<file path="config.mk">
export PLATFORM = sky130hd
export DESIGN_NAME = vga_timing_gen
export DESIGN_NICKNAME = d
export VERILOG_FILES = /design/src/rtl/vga_timing_gen.sv
export SDC_FILE = /design/constraint.sdc
export NUM_CORES = 1
export LEC_CHECK = 0
export BUFFER_PORTS_ARGS = -buffer_cell sky130_fd_sc_hd__buf_2
export CORE_AREA = 2 2 66 93
export DETAILED_ROUTE_END_ITERATION = 10
export DIE_AREA = 0 0 68 95
export PLACE_DENSITY = 0.74
export SYNTH_ARGS = -nofsm -noshare
export SYNTH_HDL_FRONTEND = slang
export SYNTH_SLANG_ARGS = --single-unit
</file>
<file path="constraint.sdc">
create_clock -name clk -period 1.83 [get_ports clk]
set_input_delay 0.2745 -clock clk [delete_from_list [all_inputs] [get_ports clk]]
set_output_delay 0.2745 -clock clk [all_outputs]
set_load 0.05 [all_outputs]
</file>
<file path="src/rtl/vga_timing_gen.sv">
// vga_timing_gen: parameterised raster timing generator.
// Produces the beam position, registered sync and blanking signals, line/frame
// pulses, a completed-frame counter and a per-frame horizontal scroll offset.
// Sync and display_on are decoded from the next-state counters, so they change
// on the same edge as hpos/vpos.

module vga_timing_gen #(
    parameter int unsigned H_DISPLAY = 640,
    parameter int unsigned H_FRONT   = 16,
    parameter int unsigned H_SYNC    = 96,
    parameter int unsigned H_BACK    = 48,
    parameter int unsigned V_DISPLAY = 480,
    parameter int unsigned V_BOTTOM  = 10,
    parameter int unsigned V_SYNC    = 2,
    parameter int unsigned V_TOP     = 33,
    parameter bit          HSYNC_POL = 1'b0,
    parameter bit          VSYNC_POL = 1'b0,
    parameter int unsigned PIX_DIV   = 1,
    parameter int unsigned CNT_W     = 10,
    parameter int unsigned FRAME_W   = 8
) (
    input  logic               clk,
    input  logic               rst_n,
    input  logic               run,
    input  logic [3:0]         scroll_step,
    output logic               hsync,
    output logic               vsync,
    output logic               display_on,
    output logic [CNT_W-1:0]   hpos,
    output logic [CNT_W-1:0]   vpos,
    output logic [CNT_W-1:0]   x_scrolled,
    output logic               line_start,
    output logic               frame_start,
    output logic [FRAME_W-1:0] frame_cnt
);

    // Frame geometry; totals must fit the CNT_W position counters.
    localparam int unsigned H_TOTAL = H_DISPLAY + H_FRONT + H_SYNC + H_BACK;
    localparam int unsigned V_TOTAL = V_DISPLAY + V_BOTTOM + V_SYNC + V_TOP;

    // Comparisons use one extra bit so a total of exactly 2^CNT_W still fits.
    localparam int unsigned CW1 = CNT_W + 1;

    localparam logic [CW1-1:0] H_LAST     = CW1'(H_TOTAL - 1);
    localparam logic [CW1-1:0] V_LAST     = CW1'(V_TOTAL - 1);
    localparam logic [CW1-1:0] H_DISP_C   = CW1'(H_DISPLAY);
    localparam logic [CW1-1:0] V_DISP_C   = CW1'(V_DISPLAY);
    localparam logic [CW1-1:0] H_SYNC_BEG = CW1'(H_DISPLAY + H_FRONT);
    localparam logic [CW1-1:0] H_SYNC_END = CW1'(H_DISPLAY + H_FRONT + H_SYNC);
    localparam logic [CW1-1:0] V_SYNC_BEG = CW1'(V_DISPLAY + V_BOTTOM);
    localparam logic [CW1-1:0] V_SYNC_END = CW1'(V_DISPLAY + V_BOTTOM + V_SYNC);

    // Pixel divider sizing; PIX_DIV=1 keeps a one-bit divider pinned at zero.
    localparam int unsigned       DIV_W    = (PIX_DIV > 1) ? $clog2(PIX_DIV) : 1;
    localparam logic [DIV_W-1:0]  DIV_LAST = DIV_W'(PIX_DIV - 1);

    // The reset position (0,0) is visible whenever the display area is non-empty.
    localparam bit DISP_RST = (H_DISPLAY > 0) && (V_DISPLAY > 0);

    // State registers
    logic [DIV_W-1:0]   r_div;
    logic [CNT_W-1:0]   r_hpos;
    logic [CNT_W-1:0]   r_vpos;
    logic [CNT_W-1:0]   r_offset;
    logic [FRAME_W-1:0] r_frame_cnt;
    logic               r_hsync;
    logic               r_vsync;
    logic               r_display_on;
    logic               r_line_start;
    logic               r_frame_start;

    // Next-state wires
    logic               w_pix_en;
    logic               w_h_wrap;
    logic               w_v_wrap;
    logic [DIV_W-1:0]   w_div_nxt;
    logic [CNT_W-1:0]   w_hpos_nxt;
    logic [CNT_W-1:0]   w_vpos_nxt;
    logic [CNT_W-1:0]   w_offset_nxt;
    logic [FRAME_W-1:0] w_frame_cnt_nxt;
    logic               w_hsync_act;
    logic               w_vsync_act;
    logic               w_hsync_nxt;
    logic               w_vsync_nxt;
    logic               w_display_nxt;

    // Pixel enable and divider advance; everything freezes while run is low.
    always_comb begin
        w_pix_en  = run && (r_div == DIV_LAST);
        w_div_nxt = r_div;
        if (run) begin
            w_div_nxt = w_pix_en ? '0 : r_div + DIV_W'(1);
        end
    end

    // Raster position advance with line and frame wrap detection.
    always_comb begin
        w_h_wrap   = w_pix_en && ({1'b0, r_hpos} == H_LAST);
        w_v_wrap   = w_h_wrap && ({1'b0, r_vpos} == V_LAST);
        w_hpos_nxt = r_hpos;
        w_vpos_nxt = r_vpos;
        if (w_pix_en) begin
            w_hpos_nxt = w_h_wrap ? '0 : r_hpos + CNT_W'(1);
        end
        if (w_h_wrap) begin
            w_vpos_nxt = w_v_wrap ? '0 : r_vpos + CNT_W'(1);
        end
    end

    // Per-frame bookkeeping: scroll_step is only sampled on the frame-wrap edge.
    always_comb begin
        w_offset_nxt    = r_offset;
        w_frame_cnt_nxt = r_frame_cnt;
        if (w_v_wrap) begin
            w_offset_nxt    = r_offset + CNT_W'(scroll_step);
            w_frame_cnt_nxt = r_frame_cnt + FRAME_W'(1);
        end
    end

    // Sync and blanking decode from the next position so they align with hpos/vpos.
    always_comb begin
        w_hsync_act   = ({1'b0, w_hpos_nxt} >= H_SYNC_BEG) && ({1'b0, w_hpos_nxt} < H_SYNC_END);
        w_vsync_act   = ({1'b0, w_vpos_nxt} >= V_SYNC_BEG) && ({1'b0, w_vpos_nxt} < V_SYNC_END);
        w_hsync_nxt   = w_hsync_act ? HSYNC_POL : ~HSYNC_POL;
        w_vsync_nxt   = w_vsync_act ? VSYNC_POL : ~VSYNC_POL;
        w_display_nxt = ({1'b0, w_hpos_nxt} < H_DISP_C) && ({1'b0, w_vpos_nxt} < V_DISP_C);
    end

    // Register all state and outputs; reset lands at (0,0) with no pulses.
    always_ff @(posedge clk or negedge rst_n) begin
        if (!rst_n) begin
            r_div         <= '0;
            r_hpos        <= '0;
            r_vpos        <= '0;
            r_offset      <= '0;
            r_frame_cnt   <= '0;
            r_hsync       <= ~HSYNC_POL;
            r_vsync       <= ~VSYNC_POL;
            r_display_on  <= DISP_RST;
            r_line_start  <= 1'b0;
            r_frame_start <= 1'b0;
        end else begin
            r_div         <= w_div_nxt;
            r_hpos        <= w_hpos_nxt;
            r_vpos        <= w_vpos_nxt;
            r_offset      <= w_offset_nxt;
            r_frame_cnt   <= w_frame_cnt_nxt;
            r_hsync       <= w_hsync_nxt;
            r_vsync       <= w_vsync_nxt;
            r_display_on  <= w_display_nxt;
            r_line_start  <= w_h_wrap;
            r_frame_start <= w_v_wrap;
        end
    end

    // Output mapping; x_scrolled is the only combinational output.
    assign hsync       = r_hsync;
    assign vsync       = r_vsync;
    assign display_on  = r_display_on;
    assign hpos        = r_hpos;
    assign vpos        = r_vpos;
    assign x_scrolled  = r_hpos + r_offset;
    assign line_start  = r_line_start;
    assign frame_start = r_frame_start;
    assign frame_cnt   = r_frame_cnt;

endmodule
</file>
# ---- Word level (Yosys, flattened, before mapping)
# Cells that the tools add are included.
dict set report word_totals {
  register_bits 44
  in_bits 7
  out_inout_bits 43
}
dict set report classes {
  addsub 6
  n_lt_le_gt_ge 6
  eq_ne 2
  n_mux 7
  bitwise_logic 1
  reduce_logical 6
}
# cell count
set op_table {}
lappend op_table {{10-bit 2-to-1 mux} 4}
lappend op_table {{10-bit by 1-bit adder with 10-bit output, second input constant} 2}
lappend op_table {{10-bit == test, second input constant} 2}
lappend op_table {{10-bit less-than comparator, second input constant} 2}
lappend op_table {{10-bit by 9-bit less-than comparator with 1-bit output, second input constant} 2}
lappend op_table {{10-bit adder} 1}
lappend op_table {{10-bit by 4-bit adder with 10-bit output} 1}
lappend op_table {{10-bit greater-or-equal comparator, second input constant} 1}
lappend op_table {{10-bit by 9-bit greater-or-equal comparator with 1-bit output, second input constant} 1}
lappend op_table {{8-bit by 1-bit adder with 8-bit output, second input constant} 1}
lappend op_table {{1-bit logical AND} 6}
lappend op_table {{1-bit 2-to-1 mux} 3}
lappend op_table {{1-bit adder, second input constant} 1}
lappend op_table {{1-bit NOT} 1}

# ---- Logic depth before layout (Yosys ltp)
# Gate-level depths: netlist of run 1.
dict set report logic_depth {
  word_depth 9
  depth_mapped 9
  mapped_depth_nobuf 8
}

# ---- Least setup slack after synthesis of run 1
# No wires, ideal clock.
dict set report synth_timing {
  kind {register to output}
  from {reg r_hpos[1], in the netlist hpos[1]}
  to {out x_scrolled[9]}
  arrival_ns 2.831
  required_ns 1.556
  setup_slack_ns -1.275
  path_stages_with_launch 7
  path_buffers 0
  path_cell_list {dfrtp_1 -> ha_1 -> a21o_1 -> a211oi_1 -> o21ai_0 -> nand3_1 -> nor3b_1}
}
dict set report synth_between {
  elab_chain_cells 1
}
# item line_no
set synth_rtl {}
lappend synth_rtl {{from (decl)} 62} ;# logic [CNT_W-1:0] r_hpos;
lappend synth_rtl {{from (signal assigned)} 144} ;# r_hpos <= w_hpos_nxt;
lappend synth_rtl {{10-bit adder} 162} ;# assign x_scrolled = r_hpos + r_offset;
lappend synth_rtl {{to (decl)} 31} ;# output logic [CNT_W-1:0] x_scrolled,
# Every way passes these cells.

# ---- Worst setup path after layout of run 1
dict set report layout_timing {
  from {reg r_offset[1]}
  to {out x_scrolled[9]}
}
dict set report layout_between {
  elab_chain_cells 1
}
# item line_no
set layout_rtl {}
lappend layout_rtl {{from (decl)} 64} ;# logic [CNT_W-1:0] r_offset;
lappend layout_rtl {{from (signal assigned)} 146} ;# r_offset <= w_offset_nxt;
lappend layout_rtl {{10-bit adder} 162}
# Every way passes these cells.

==> results of run 1 <==
-- kinds of logic (layout without fill, tap and decap cells) --
| family | Yosys count | after routing | share of synthesized area |
|---|---|---|---|
| AO/OA/AOI/OAI | 45 | 45 | 0.1076 |
| XOR/XNOR | 37 | 37 | 0.1181 |
| adder cells (fa/ha/maj) | 19 | 19 | 0.09211 |
| buffers and inverters | 20 | 151 | 0.03009 |
| flip-flops | 44 | 44 | 0.4026 |
| AND/OR/NAND/NOR | 123 | 123 | 0.2494 |
-- metrics by stage --
stage / utilization / hold slack (ps)
3_3_place_gp: 0.6820 / 196.5
3_5_place_dp: 0.6820 / 197.9
4_1_cts: 0.7345 / 186.0
2_1_floorplan: - / -21.09
6_report: 0.7848 / 211.9
5_1_grt: 0.7848 / 214.0
-- report_power, final --
group	internal [mW]	switching, mW	leakage, nW
sequential	1.04	0.0664	0.561
clock	0.307	0.339	0.0445
combinational	0.614	0.962	1.52
-- state kept, by name (all words and copies together), names as in the netlist --
name and count:
frame_cnt 8, line_start 1, display_on 1, vpos 10
hpos 10, frame_start 1, hsync 1, r_offset 10
vsync 1, r_div 1
-- layout make-up --
| cell class | instances | share of cell area |
|---|---|---|
| Tap cell | 70 | 0.01959 |
| Sequential cell | 44 | 0.2524 |
| Multi-Input combinational cell | 224 | 0.4748 |
| Clock buffer | 7 | 0.01931 |
| Inverter | 13 | 0.01371 |
| Clock inverter | 1 | 0.001679 |
| Timing Repair Buffer | 130 | 0.2185 |
-- synth_stat cells (all sizes together) (4+ instances only) --
cell type and instances:
a21o 5, a21oi 6, and2 4, and3 6, and4 4, buf 7, dfrtp 41, ha 17
inv 12, nand2 35, nand3 14, nand4 10, nor2 14, nor2b 6, nor3 7, nor4 4
o21ai 19, xnor2 21, xor2 16
-- worst reg2reg max path, delay by kind of cell (launching register included) --
family,cells,cell delay (ps)
compound gates,2,400
flops,1,440
fa+ha+maj,1,380
simple gates,2,290
buf+inv,2,290
xor+xnor,1,150
-- layer usage --
layer / GRT usage / vias to the layer above / share of wire
met5: 0 / - / 0
met2: 0.4531 / 73 / 0.56
met3: 0.03099 / 22 / 0.037
met4: 0.09333 / 0 / 0.039
met1: 0.2494 / 1308 / 0.37
li1: - / 1282 / -
-- final timing paths --
| check | start | end |
|---|---|---|
| min | run | r_div |
| max | r_offset[1] | x_scrolled[9] |
| min in group asynchronous | rst_n | vpos[7] |
| max reg2reg | r_offset[1] | r_offset[8] |
| max in group asynchronous | rst_n | vsync |
| min reg2reg | frame_cnt[7] | frame_cnt[7] |
-- repair_timing --
item | CTS | global route
setup buffers | 5 | 10
gates resized for setup | 45 | 55
hold buffers | 1 | 0
endpoints found under the hold margin | 12 | 0
endpoints found under the setup margin | 25 | 36
pin swaps | 16 | 33
==> impl_metrics.json, run 1 <==
{
  "nets": 444,
  "fin_setup_tns_ps": -6429,
  "place_worst_setup_slack_ps": -398.5,
  "synth_cell_type_count": 47,
  "worstPathRequired_ps": 1560,
  "clock-sinks": 44,
  "regArea_um2": 1129,
  "grt_pass1_wl_um": 11300,
  "finalPower_mw": 3.332,
  "peakVddDrop_mv": 0.5389,
  "num_rows": 33,
  "overflow": 0,
  "hold_path_depth": 2,
  "report.final.slew_viol_count": 0,
  "setup_viol": 43,
  "synth_ff_type": "dfrtp_1",
  "slowest_stage": "dfrtp_1",
  "worstSetupPathType": "flip-flop to output port",
  "yosysSeqAreaShare": 0.4026,
  "design.die.area_um2": 6460,
  "crit_family": "compound AO/OA/AOI/OAI gates",
  "cts.clk_slew.worst_paths_ps": 80,
  "root_buffer": "clkbuf_8",
  "via_per_inst": 5.491,
  "drt-pass1-iter-count": 4,
  "status": "finished, violations left",
  "critPathCaptureType": "output port",
  "violations": "negative setup slack",
  "port_buffers": 49,
  "routed_wl_um": 8136,
  "multi_input_area_um2": 2123,
  "hold_class": "primary input to flip-flop",
  "start_util": 0.4816,
  "synth_area_per_cell_um2": 9.527,
  "max_stage_delay_ps": 440,
  "worst_setup_path_start_kind": "flip-flop",
  "dieHeight_um": 95,
  "grt_pass1_vias": 2511,
  "initialDrtViolationCount": 155,
  "synth_top_area_share": 0.3739,
  "ant_nets": 0,
  "synthArstFlopShare": 1.000,
  "die_w_um": 68,
  "cp_num_cells": 7,
  "ff2ff_path_depth": 8,
  "dr_total_vias": 2685,
  "fmax_mhz": 386.7,
  "place_area_um2": 3886,
  "final_area_um2": 4472,
  "critPathBufInv": 1,
  "layout-drive-gt1-share": 0.5728,
  "yosys-top-cells-area": "dfrtp_1 (37%), ha_1 (7.8%), xnor2_1 (6.7%)",
  "htreeDepth": 2,
  "drc": 0,
  "p_per_area_nw_per_um2": 745.1,
  "grtUsageTotal": 0.2364,
  "clock_skew_ps": 8.066,
  "period_share": 1.413,
  "synth_cells": 288,
  "synth_edf_count": 0,
  "ys_seq_elements": 44,
  "dp.cells": 467,
  "dp_hpwl_um": 5378,
  "mostFrequentLayoutCell": "buf_4",
  "avgRoutedWirePerCell_um": 16.64,
  "gp_congestion": 0.8441,
  "syn_to_final_growth_pct": 62.97,
  "ctsLongestPathBuffers": 2,
  "grt_setup_unrepaired": "true",
  "yosysWarnings": 0,
  "fin_crit_ps": 2586,
  "cp.arrival_ps": 2310,
  "cap_violations": 0,
  "final_cell_mix": "buf_4 (66), buf_2 (40), nand2_1 (24), dfrtp_1 (24), buf_6 (21)",
  "crit_chain": "ha_4 > a21o_1 > a211oi_2 > o21ai_2 > a2111oi_4 > nor3b_4 > buf_6",
  "maxSlewHeadroom": 0.5039,
  "finalHoldViolCount": 0,
  "coreArea_um2": 5698,
  "numCtsBuffers": 5,
  "antenna_found_initial": 0,
  "ff2ff_setup_slack_ps": -210,
  "cp_max_fo": 3,
  "power.leakage_nw": 2.126,
  "layout_setup_ws_ps": -755.7,
  "io_pins": 50,
  "insertion_delay_ps": 310,
  "tightest_slew_ps": 734.9,
  "cts_tree": "yes",
  "grt_start_max_net_pins": 26,
  "fillCellCount": 347,
  "syn-cell-area_um2": 2744,
  "synth_top_area_cell": "dfrtp_1",
  "diodes": 0,
  "syn_nets": 314,
  "fin_cells": 489
}
Power figures use the tool's default switching activity.
==> inputs of run 2 (changes only) <==
==> constraint.sdc (replaced) <==
create_clock -name clk -period 1.83 [get_ports clk]
set_input_delay 0.2745 -clock clk [delete_from_list [all_inputs] [get_ports clk]]
set_output_delay 0.2745 -clock clk [all_outputs]
set_load 0.02 [all_outputs]
==> run 2 against run 1 <==
Net effect:
- the run still ends with negative setup slack left
- critical path type unchanged
- sequential share of layout area shrank 0.090 points
- first-iteration DRC count fell by 7.1%
- count of clock-buffer cells in the layout stayed put
- worst hold slack better by 5.8 ps
==> impl_metrics.json, run 2 (synthesis results as in run 1) <==
{
  "avgRoutedWirePerCell_um": 18.13,
  "finalHoldViolCount": 0,
  "worst_setup_path_start_kind": "flip-flop",
  "ctsLongestPathBuffers": 2,
  "finalPower_mw": 2.959,
  "cts_tree": "yes",
  "cp.arrival_ps": 2160,
  "status": "finished, violations left",
  "dp_hpwl_um": 5090,
  "cts.clk_slew.worst_paths_ps": 90,
  "p_per_area_nw_per_um2": 666.8,
  "drt-pass1-iter-count": 4,
  "cap_violations": 0,
  "start_util": 0.4816,
  "io_pins": 50,
  "layout-drive-gt1-share": 0.5563,
  "final_cell_mix": "buf_4 (69), buf_2 (40), dfrtp_1 (32), buf_6 (23), nand2_1 (19)",
  "via_per_inst": 5.663,
  "initialDrtViolationCount": 144,
  "dr_total_vias": 2809,
  "root_buffer": "clkbuf_8",
  "grt_start_max_net_pins": 45,
  "grt_pass1_wl_um": 12620,
  "grtUsageTotal": 0.2630,
  "report.final.slew_viol_count": 0,
  "diodes": 0,
  "final_area_um2": 4438,
  "setup_viol": 37,
  "violations": "negative setup slack",
  "fin_crit_ps": 2439,
  "mostFrequentLayoutCell": "buf_4",
  "worstPathRequired_ps": 1560,
  "hold_ws_ps": 217.7,
  "peakVddDrop_mv": 0.5317,
  "htreeDepth": 2,
  "ant_nets": 0,
  "clock-sinks": 44,
  "insertion_delay_ps": 300,
  "place_area_um2": 3701,
  "num_rows": 33,
  "nets": 451,
  "grt_pass1_vias": 2732,
  "design.die.area_um2": 6460,
  "period_share": 1.333,
  "fin_setup_tns_ps": -7077,
  "overflow": 0,
  "coreArea_um2": 5698,
  "gp_congestion": 0.8384,
  "syn_to_final_growth_pct": 61.74,
  "power.leakage_nw": 2.219,
  "drc": 0,
  "fmax_mhz": 409.9,
  "worstSetupPathType": "flip-flop to output port",
  "fillCellCount": 337,
  "clock_skew_ps": 5.162,
  "cp_max_fo": 3,
  "die_w_um": 68,
  "tightest_slew_ps": 531.3,
  "numCtsBuffers": 5,
  "critPathCaptureType": "output port",
  "port_buffers": 49,
  "final_core_util": 0.7789,
  "maxSlewHeadroom": 0.6413,
  "grt_setup_unrepaired": "true",
  "hold_class": "primary input to flip-flop",
  "antenna_found_initial": 0,
  "routed_wl_um": 8991,
  "dieHeight_um": 95,
  "layout_setup_ws_ps": -609.4
}
## run 2: cell count changes in the layout (fill, tap and decap cells not counted), moves of 5 or more
cell and delta:
dfrtp_1 +8, dfrtp_2 -7, nand2_1 -5, nor2_1 +5, nor2_2 -5
## run 2: critical path: stages (launching register included)
cell	delay [ps]
dfrtp_1	440
ha_4	250
a21o_1	170
a211oi_2	260
o21ai_2	140
a2111oi_4	340
nor3b_2	80
buf_4	180
## run 2: cell type report
| class | count | area, um^2 | share of cell area |
|---|---|---|---|
| tap | 70 | 87.58 | 0.01973 |
| clock buffer | 7 | 86.33 | 0.01945 |
| multi-input combinational | 224 | 2027 | 0.4567 |
| clock inverter | 1 | 7.507 | 0.001692 |
| inverter | 13 | 56.30 | 0.01269 |
| timing repair buffer | 137 | 1057 | 0.2382 |
| sequential | 44 | 1116 | 0.2515 |
## run 2: where the power goes
part           internal (mW)  switching [mW]  leakage (nW)
sequential              1.04          0.0626         0.573
combinational          0.535           0.668          1.60
clock                  0.307           0.350        0.0445
## run 2: path summary, 6_finish.rpt
| kind | startpoint | to | slack (ps) | cells after the start |
|---|---|---|---|---|
| worst min register to register | frame_cnt[7] | frame_cnt[7] | 470 | 1 |
| worst max register to register | vpos[0] | r_offset[6] | -270 | 8 |
| max in group asynchronous | rst_n | hsync | 1100 | 3 |
| worst min-delay path | run | r_div | 220 | 2 |
| min in group asynchronous | rst_n | line_start | 470 | 3 |
| worst max-delay path | r_offset[1] | x_scrolled[9] | -610 | 7 |
## run 2: stage by stage
step / setup slack (ps) / std cells
global placement: -256.2 / 469
detailed placement: -271.4 / 469
global route: -730.8 / 496
floorplan: -255.6 / 288
finish: -609.4 / 496
CTS: -571.6 / 490
## run 2: timing repair
| item | in CTS | in global routing |
|---|---|---|
| hold buffers | 1 | 0 |
| buffers inserted | 17 | 14 |
| pin swaps | 31 | 46 |
| endpoints found under the hold margin | 41 | 0 |
| endpoints found under the setup margin | 32 | 45 |
| gates resized for setup | 76 | 57 |
## run 2: layer usage
metal / part of all wire / global-route usage
met4: 0.049 / 0.1133
met3: 0.043 / 0.03456
met2: 0.56 / 0.4887
met5: 0 / 0
met1: 0.35 / 0.2877
==> inputs of run 3 (changes only) <==
MAX_ROUTING_LAYER = met4   (was not set)
==> run 3 against run 2 <==
Net effect:
- the flow still finishes with violations (negative setup slack)
- wire length decreased by 0.52%
- non-clock buffer count unchanged
- first-iteration DRC count is 0.69% lower
- via count grew 1.4%
- global-route usage increased by 0.74 points
- highest routed layer unchanged
==> impl_metrics.json, run 3 (synthesis results as in run 1) <==
{
  "final_cell_mix": "buf_4 (69), buf_2 (40), dfrtp_1 (32), buf_6 (23), nand2_1 (19)",
  "root_buffer": "clkbuf_8",
  "start_util": 0.4816,
  "mostFrequentLayoutCell": "buf_4",
  "avgRoutedWirePerCell_um": 18.03,
  "clock-sinks": 44,
  "worst_setup_path_start_kind": "flip-flop",
  "report.final.slew_viol_count": 0,
  "fillCellCount": 337,
  "p_per_area_nw_per_um2": 667.4,
  "dieHeight_um": 95,
  "layout-drive-gt1-share": 0.5563,
  "io_pins": 50,
  "fin_setup_tns_ps": -6827,
  "ant_nets": 0,
  "dp_hpwl_um": 5090,
  "ctsLongestPathBuffers": 2,
  "grtUsageTotal": 0.2704,
  "routed_wl_um": 8944,
  "cp_max_fo": 3,
  "status": "finished, violations left",
  "dr_total_vias": 2847,
  "num_rows": 33,
  "drc": 0,
  "die_w_um": 68,
  "grt_start_max_net_pins": 45,
  "critPathCaptureType": "output port",
  "cap_violations": 0,
  "layout_setup_ws_ps": -613.2,
  "coreArea_um2": 5698,
  "fin_crit_ps": 2443,
  "period_share": 1.335,
  "initialDrtViolationCount": 143,
  "finalPower_mw": 2.962,
  "violations": "negative setup slack",
  "via_per_inst": 5.740,
  "drt-pass1-iter-count": 4,
  "grt_pass1_vias": 2728,
  "maxSlewHeadroom": 0.6444,
  "tightest_slew_ps": 526.7,
  "antenna_found_initial": 0,
  "gp_congestion": 0.8514,
  "grt_setup_unrepaired": "true",
  "cts.clk_slew.worst_paths_ps": 90,
  "worstPathRequired_ps": 1560,
  "final_area_um2": 4438,
  "peakVddDrop_mv": 0.5285,
  "overflow": 0,
  "worstSetupPathType": "flip-flop to output port",
  "insertion_delay_ps": 310,
  "port_buffers": 49,
  "fmax_mhz": 409.3,
  "diodes": 0,
  "nets": 451,
  "htreeDepth": 2,
  "grt_pass1_wl_um": 12610,
  "numCtsBuffers": 5,
  "design.die.area_um2": 6460,
  "cp.arrival_ps": 2170,
  "power.leakage_nw": 2.219,
  "clock_skew_ps": 7.530,
  "setup_viol": 37,
  "place_area_um2": 3701,
  "syn_to_final_growth_pct": 61.74,
  "finalHoldViolCount": 0,
  "hold_class": "primary input to flip-flop",
  "cts_tree": "yes"
}
run 3: worst paths after layout:
kind	from	end	slack, ps	cells past startpoint
setup / recovery	r_offset[1]	x_scrolled[9]	-610	7
hold / removal	run	r_div	220	2
setup reg to reg	vpos[0]	r_offset[6]	-270	8
hold reg to reg	frame_cnt[7]	frame_cnt[7]	480	1
max in group asynchronous	rst_n	hsync	1090	3
min in group asynchronous	rst_n	vpos[2]	470	3
run 3: what timing repair did:
action / 4_1_cts / 5_1_grt
pin swaps: 31 / 46
endpoints found under the setup margin: 32 / 45
hold endpoints to repair: 41 / 0
setup buffers: 17 / 14
gates resized for setup: 76 / 57
hold buffers: 1 / 0
run 3: metrics by stage:
step	setup WS, ps	hold slack [ps]	utilization	cells
final	-613.2	219.0	0.7789	496
after global routing	-730.8	221.8	0.7789	496
after CTS	-571.6	184.1	0.7284	490
after detailed placement	-271.4	268.6	0.6495	469
after global placement	-256.2	265.4	0.6495	469
after floorplan	-255.6	-21.09	-	288
run 3: worst max-delay path, stage by stage, from the launching register on:
cell       delay [ps]
dfrtp_1           440
ha_4              250
a21o_1            170
a211oi_2          260
o21ai_2           140
a2111oi_4         340
nor3b_2            80
buf_4             180
run 3: final cells by class:
| cell class | count | area (um^2) | area share |
|---|---|---|---|
| multi-input cells | 224 | 2027 | 0.4567 |
| repair buffers | 137 | 1057 | 0.2382 |
| clock inverters | 1 | 7.507 | 0.001692 |
| inverters | 13 | 56.30 | 0.01269 |
| clock buffers | 7 | 86.33 | 0.01945 |
| well taps | 70 | 87.58 | 0.01973 |
| flip-flops and latches | 44 | 1116 | 0.2515 |
run 3: routing by layer:
layer	track usage	share of wire	up-vias
met1	0.2877	0.34	1415
li1	-	-	1297
met3	0.03456	0.042	34
met4	0.1133	0.049	0
met5	-	0	-
met2	0.4887	0.57	101
run 3: where the power goes:
part	total [mW]	switching [mW]	internal [mW]
combinational	1.20	0.670	0.534
sequential	1.10	0.0619	1.04
clock	0.659	0.352	0.307
